$ cat src/rtl/conv4_window_scheduler.sv
// Window scheduler for the layer-4 3x3 conv engine: counts streamed pixels and releases
// each valid-convolution window once it is complete. Optional CONV4_STALL_CNT_EN adds stall_cycles.
module conv4_window_scheduler #(
    parameter int IMG_W = 12,
    parameter int IMG_H = 12,
    parameter int K     = 3,
    parameter int AW    = 8
) (
    input  logic          clk,
    input  logic          rst,
    input  logic          conv_start,
    input  logic          relu_3_ready,
    output logic          win_valid,
    input  logic          win_ready,
    output logic [3:0]    win_row,
    output logic [3:0]    win_col,
    output logic [AW-1:0] win_base,
    output logic          busy,
    output logic          done
`ifdef CONV4_STALL_CNT_EN
    ,
    output logic [15:0]   stall_cycles
`endif
);

    typedef enum logic [1:0] {
        S_IDLE,
        S_WAIT,
        S_ISSUE,
        S_FINISH
    } state_t;

    localparam logic [AW-1:0] PIX_MAX  = AW'(IMG_W * IMG_H);
    localparam logic [AW-1:0] W_A      = AW'(IMG_W);
    localparam logic [AW-1:0] KM1_A    = AW'(K - 1);
    localparam logic [AW-1:0] ONE_A    = AW'(1);
    localparam logic [3:0]    COL_LAST = 4'(IMG_W - K);
    localparam logic [3:0]    ROW_LAST = 4'(IMG_H - K);

    state_t        state_q, state_d;
    logic [AW-1:0] pix_count_q, pix_count_d;
    logic [3:0]    win_row_q, win_row_d;
    logic [3:0]    win_col_q, win_col_d;
    logic [AW-1:0] win_base_q, win_base_d;
    logic          win_valid_q, win_valid_d;
    logic          avail_q, avail_d;

    logic [AW-1:0] need;
    logic          xfer;
    logic          last_win;
    logic          pix_inc;

    // Index of the bottom-right pixel of the current window; the window is complete
    // once the pixel count has moved strictly past it.
    assign need     = (AW'(win_row_q) + KM1_A) * W_A + AW'(win_col_q) + KM1_A;
    assign xfer     = win_valid_q && win_ready;
    assign last_win = (win_row_q == ROW_LAST) && (win_col_q == COL_LAST);
    assign pix_inc  = relu_3_ready && (pix_count_q != PIX_MAX)
                      && ((state_q == S_WAIT) || (state_q == S_ISSUE));

    always_comb begin
        state_d     = state_q;
        pix_count_d = pix_inc ? (pix_count_q + ONE_A) : pix_count_q;
        win_row_d   = win_row_q;
        win_col_d   = win_col_q;
        win_base_d  = win_base_q;
        win_valid_d = 1'b0;
        avail_d     = 1'b0;
        case (state_q)
            S_IDLE: begin
                if (conv_start) begin
                    pix_count_d = '0;
                    win_row_d   = '0;
                    win_col_d   = '0;
                    win_base_d  = '0;
                    state_d     = S_WAIT;
                end
            end
            S_WAIT: begin
                // The compare result is registered first, giving a two-edge release latency.
                if (avail_q) begin
                    state_d     = S_ISSUE;
                    win_valid_d = 1'b1;
                end else begin
                    avail_d = (pix_count_q > need);
                end
            end
            S_ISSUE: begin
                win_valid_d = 1'b1;
                if (xfer) begin
                    win_valid_d = 1'b0;
                    if (last_win) begin
                        state_d = S_FINISH;
                    end else begin
                        state_d = S_WAIT;
                        if (win_col_q < COL_LAST) begin
                            win_col_d  = win_col_q + 4'd1;
                            win_base_d = win_base_q + ONE_A;
                        end else begin
                            win_col_d  = '0;
                            win_row_d  = win_row_q + 4'd1;
                            win_base_d = (AW'(win_row_q) + ONE_A) * W_A;
                        end
                    end
                end
            end
            S_FINISH: begin
                state_d = S_IDLE;
            end
            default: begin
                state_d = S_IDLE;
            end
        endcase
    end

    always_ff @(posedge clk or posedge rst) begin
        if (rst) begin
            state_q     <= S_IDLE;
            pix_count_q <= '0;
            win_row_q   <= '0;
            win_col_q   <= '0;
            win_base_q  <= '0;
            win_valid_q <= 1'b0;
            avail_q     <= 1'b0;
        end else begin
            state_q     <= state_d;
            pix_count_q <= pix_count_d;
            win_row_q   <= win_row_d;
            win_col_q   <= win_col_d;
            win_base_q  <= win_base_d;
            win_valid_q <= win_valid_d;
            avail_q     <= avail_d;
        end
    end

    assign win_valid = win_valid_q;
    assign win_row   = win_row_q;
    assign win_col   = win_col_q;
    assign win_base  = win_base_q;
    assign busy      = (state_q == S_WAIT) || (state_q == S_ISSUE);
    assign done      = (state_q == S_FINISH);

`ifdef CONV4_STALL_CNT_EN
    logic [15:0] stall_q, stall_d;

    // Counts waiting-for-pixels cycles plus cycles where a presented window is refused.
    always_comb begin
        stall_d = stall_q;
        if ((state_q == S_IDLE) && conv_start) begin
            stall_d = '0;
        end else if (((state_q == S_WAIT) || ((state_q == S_ISSUE) && !win_ready))
                     && (stall_q != 16'hFFFF)) begin
            stall_d = stall_q + 16'd1;
        end
    end

    always_ff @(posedge clk or posedge rst) begin
        if (rst) begin
            stall_q <= '0;
        end else begin
            stall_q <= stall_d;
        end
    end

    assign stall_cycles = stall_q;
`endif

endmodule
$ cat config.mk
export PLATFORM = sky130hd
export DESIGN_NAME = conv4_window_scheduler
export DESIGN_NICKNAME = d
export VERILOG_FILES = /design/src/rtl/conv4_window_scheduler.sv
export SDC_FILE = /design/constraint.sdc
export NUM_CORES = 1
export LEC_CHECK = 0
export CAP_MARGIN = 40
export CORE_AREA = 2 2 74 76
export DETAILED_ROUTE_END_ITERATION = 8
export DIE_AREA = 0 0 76 78
export PLACE_DENSITY_LB_ADDON = 0.05
export SLEW_MARGIN = 20
export SYNTH_ARGS = -nofsm -noshare
export SYNTH_HDL_FRONTEND = slang
export SYNTH_SLANG_ARGS = --single-unit
$ cat constraint.sdc
create_clock -name clk -period 4 [get_ports clk]
set_clock_uncertainty 0.15 [all_clocks]
set_input_delay 0.6 -clock clk [delete_from_list [all_inputs] [get_ports clk]]
set_output_delay 0.6 -clock clk [all_outputs]
set_load 0.02 [all_outputs]
# Word-level counts from Yosys, hierarchy flattened

Cells that the tools add are included.

Register bits after elaboration: 28
Bits of input ports: 5
Output and inout bits: 19
Logic and storage cells: 67

Muxes and demuxes: 27
Equality and inequality tests: 11
Order comparisons: 2
Add/sub/neg operators: 8
Multipliers: 2
Reduce and logical (&&, ||, !) cells: 10

Operators by type and width:

| cell                                                               | count |
|---|---|
| 8-bit 2-to-1 mux                                                   | 7 |
| 4-bit 2-to-1 mux                                                   | 7 |
| 8-bit by 1-bit adder with 8-bit output, second input constant      | 2 |
| 4-bit one-hot mux with 2 select lines                              | 2 |
| 8-bit one-hot mux with 2 select lines                              | 1 |
| 5-bit by 2-bit multiplier with 6-bit output, second input constant | 2 |
| 2-bit inequality test, second input constant                       | 5 |
| 4-bit by 1-bit adder with 4-bit output, second input constant      | 2 |
| 8-bit by 2-bit adder with 8-bit output, second input constant      | 1 |
| 8-bit by 4-bit adder with 8-bit output                             | 1 |
| 4-bit == test, second input constant                               | 2 |
| 8-bit > comparator                                                 | 1 |
| 2-bit 2-to-1 mux                                                   | 4 |
| 8-bit inequality test, second input constant                       | 1 |
| 2-bit one-hot mux with 4 select lines                              | 1 |
| 4-bit by 1-bit adder with 5-bit output, second input constant      | 1 |
| 4-bit by 2-bit adder with 5-bit output, second input constant      | 1 |
| 5-bit AND reduction                                                | 1 |
| 2-bit == test, second input constant                               | 2 |
| 1-bit logical AND                                                  | 4 |
| 4-bit < comparator, second input constant                          | 1 |
| 1-bit 2-to-1 mux                                                   | 4 |
| 4-bit AND reduction                                                | 1 |
| 3-bit AND reduction                                                | 1 |
| 5 further kinds                                                    | 5 |

# Depth between registers and ports, before layout

Gate-level depths: netlist of the first run.

Depth in word-level cells: 7
Depth in mapped cells: 13
Depth with buffers taken out: 13

# Worst setup path after synthesis of the first run

Ideal clock, no wire load.

Kind: register -> register
Start point: register win_row_q[1], in the netlist win_row[1]
End point: register avail_q
Data required time: 3727 ps
Cell stages (with the launch flop): 14
Clock period less this slack: 3280 ps
Path buffers: 0
Setup time: 123 ps
Path slack: 720 ps
Arrival time: 3007 ps
Path through: dfrtp_1 > inv_1 > ha_1 > inv_1 > ha_1 > and3b_1 > a2111oi_0 > o311ai_0 > xor2_1 > ha_1 > nor2b_1 > o21ai_0 > nand2b_1 > o221a_2

Word-level cells in the longest chain between the ends: 7

Ends and longest elaborated chain:

| element                                     | line | RTL |
|---|---|---|
| start, declared                             | 42   | `logic [3:0] win_row_q, win_row_d;` |
| start signal, assigned                      | 128  | `win_row_q <= win_row_d;` |
| 4-bit by 2-bit adder with 5-bit output      | 55   | `assign need = (AW'(win_row_q) + KM1_A) * W_A + AW'(win_col_q) + KM1_A;` |
| 5-bit by 2-bit multiplier with 6-bit output | 55   |  |
| 8-bit by 4-bit adder with 8-bit output      | 55   |  |
| 8-bit by 2-bit adder with 8-bit output      | 55   |  |
| 8-bit > comparator                          | 85   | `avail_d = (pix_count_q > need);` |
| 1-bit 2-to-1 mux                            | 81   | `if (avail_q) begin` |
| 1-bit 2-to-1 mux                            | 69   | `case (state_q)` |
| net avail_d                                 | 46   | `logic avail_q, avail_d;` |
| end signal, assigned                        | 132  | `avail_q <= avail_d;` |
| end, declared                               | 46   |  |

The timed path passes the listed nets, and every way through them passes these cells.
A chain may end at the register's enable or synchronous reset.

# Worst setup path after layout of the first run

Start point: register win_row_q[2], in the netlist win_row[2]
End point: register avail_q

Same word-level chain as after synthesis.

==> summary.txt, run 1 <==
Critical path
  – R2R depth: 12
  – Crit-path slowest cell: dfrtp_1
  – Buf/Inv on CP: 0
  – Crit path depth: 12
  – Worst path arrival time: 3.49 ns
  – Crit-path max FO: 10
  – Critical path class: reg -> reg
  – CP Launch Type: flip-flop
  – Critical Path Max Stage Delay: 0.53 ns
  – Worst path cell trace: ha_1 > xor2_1 > ha_1 > nor4b_1 > a2111oi_0 > o311ai_0 > xor2_1 > ha_1 > nor2b_1 > o21ai_0 > nand2b_1 > o221a_2
  – Most used cell, CP: ha_1
  – Critical Path RT: 4.02 ns
  – Critical path endpoint category: flip-flop
  – Gate family responsible for the most delay along the worst path: compound AO/OA/AOI/OAI gates

GRT
  – Largest net degree at the start of global routing: 29
  – First-pass GRT wire length: roughly 8000 um
  – Total global routing overflow: 0
  – Vias in the first global route: between 1500 and 2000
  – Initial antenna violation count: 0
  – Total track usage: 17.0%

Routing
  – Vias: 1777
  – Routed wire length: 4720 um
  – Drt initial violations: 95
  – WL/cell: 14.1 um
  – Post-route DRC: 0
  – DR vias/cell: 5.30
  – Post-DRT Antenna Nets: 0
  – Drt first pass iters: 4

Yosys
  – Yosys cell types: 46
  – Post-synth EDFFs: 0
  – Synthesis warning total: 0
  – Synthesized instance count: 240
  – Syn_area_per_cell: 9.27 um^2
  – #FFs+latches synth: 28
  – Synthesized Nets: 277
  – Mapped cell area: around 2200 um^2
  – Seq/Total Area, Yosys: 31.5%
  – Synth Flop Type: dfrtp_1
  – Async S/R FF share, synth: 100%

Floorplan
  – Die Y: 78 um
  – Die area: 5930 um^2
  – Initial Util: 44.1%
  – Die W: 76 um
  – IO Pins: 24
  – Core area: 5040 um^2
  – Rows: 26

STA
  – Setup WS post-layout: between 0.5 and 0.6 ns
  – Period minus WS final: between 3 and 4 ns
  – Fmax: 289 MHz
  – RSZ-0062 raised after global routing: false
  – Rel. slew slack: 45.1%
  – Endpoints failing setup: 0
  – Actual slew at the worst max-slew pin: 0.820 ns
  – Slew Viols, Final: 0
  – Final hold vios: 0
  – Tcrit/Tclk final: approximately 87%
  – Setup TNS: 0 ns
  – Hold_ws: 0.391 ns

Pwr
  – Pint: 0.710 mW
  – PD cells: 503 nW/um^2
  – Sw frac: roughly 46%
  – Peak VDD IR: 0.191 mV
  – Total power: approximately 1.3 mW
  – Comb power frac: 53.6%
  – Reg power frac: between 30% and 40%
  – Net Switching: roughly 0.6 mW
  – Static leakage: 1.31 nW
  – Clock power share: 13.9%

Placement
  – I/O Buffers: 23
  – Placer Congestion: 0.767
  – DP Cell Count: 331
  – Placed inst area: 2540 um^2
  – Place WS: 0.517 ns
  – DP HPWL: 3610 um

CTS
  – CTS max path bufs: 2
  – CTS tree: yes
  – Clk Tree Root Cell: clkbuf_8
  – CTS hold repair buffers: 0
  – CTS Buf Count: 3
  – Clock Latency Late Sink: 0.28 ns
  – Post-CTS Resized: 0
  – H-tree levels: 1
  – Clock-pin slew on the worst setup and hold paths: roughly 0.10 ns
  – Clk sinks: 28
  – Postcts setup bufs: 0

Layout
  – Fin util: 51.4%
  – Layout cell share with drive strength beyond 1: under 10%
  – Final non-filler cell total: 335
  – # fillers: 479
  – Ant diodes: 0
  – Area delta synth->final: 16.5%
  – Design area: 2590 um^2
  – Final #Nets: 303

Min path
  – Hold depth: 1
  – Hold Crit Class: reg -> reg

Run status
  – Status: completed

Flow run
  – Max-Cap Viols: 0
power by group through the flow:
stage / clock network [mW] / logic (mW) / registers, mW
finish: 0.181 / 0.699 / 0.424
detailed placement: 0 / 0.703 / 0.431
floorplan: 0 / 0.491 / 0.436
global placement: 0 / 0.701 / 0.431
global route: 0.200 / 0.796 / 0.438
CTS: 0.188 / 0.706 / 0.425
cell type report:
class / count / area [um^2] / area share, %
repair buffers: 24 / 238 / 9.17
clock buffers: 4 / 55.1 / 2.12
inverters: 15 / 56.3 / 2.17
multi-input cells: 194 / 1460 / 56.1
flip-flops and latches: 28 / 701 / 27.0
well taps: 70 / 87.6 / 3.38
flip-flops by register name, indices dropped and copies added (netlist names):
register and cells:
state_q 2, avail_q 1, win_row 4, win_valid 1, win_col 4, win_base 8, pix_count_q 8
layer usage:
layer	track usage, %	vias up	wire [um]
met3	1.86	4	109
met4	4.36	0	38
met1	24.0	850	2430
met2	27.8	20	2150
met5	0	-	0
li1	-	903	-
cells in the final DEF, fill, tap and decap left out, drive strengths merged, types with 11 or more instances in the layout:
cell type      synthesis  layout
ha                    30      30
dfrtp                 28      28
clkdlybuf4s50          0      23
nor2                  19      19
a21oi                 18      18
nand2                 17      17
inv                   15      15
xnor2                 12      12
o21ai                 12      12
xor2                  11      11
logic make-up after synthesis:
logic type / share of synthesized area [%]
buf+inv: 3.15
xor+xnor: 9.05
mux: 0.450
fa+ha+maj: 18.7
simple gates: 19.3
flops: 31.5
compound gates: 17.9
worst paths after layout:
kind / startpoint / to / slack (ns)
setup / recovery: win_row[2]$_DFFE_PP0P_ / avail_q$_DFF_PP0_ / 0.54
hold / removal: state_q[1]$_DFFE_PP0P_ / state_q[1]$_DFFE_PP0P_ / 0.39
setup reg to reg: win_row[2]$_DFFE_PP0P_ / avail_q$_DFF_PP0_ / 0.54
hold reg to reg: state_q[1]$_DFFE_PP0P_ / state_q[1]$_DFFE_PP0P_ / 0.39
max in group asynchronous: rst / win_col[3]$_DFFE_PP0P_ / 2.88
min in group asynchronous: rst / win_valid$_DFF_PP0_ / 0.55
cells in the mapped netlist, types with 7 or more instances:
cell      n  area (um^2)
a21oi_1  18         90.1
nor2_1   19         71.3
and3_1   10         62.6
nand2_1  17         63.8
inv_1    15         56.3
dfrtp_1  28          701
xor2_1   11         96.3
o21ai_0  12         60.1
a21o_1    7         52.6
nand3_1  10         50.1
ha_1     30          375
xnor2_1  12          105
Power figures use the tool's default switching activity.
==> inputs of run 2 (changes only) <==
SLEW_MARGIN = default   (was 20)
==> results of run 2 <==
The final DEF is identical to that of run 1; final timing and power are the same.
==> inputs of run 3 (changes only) <==
HOLD_SLACK_MARGIN = 0.15   (was default)
==> results of run 3 <==
The final DEF is identical to that of run 1; final timing and power are the same.
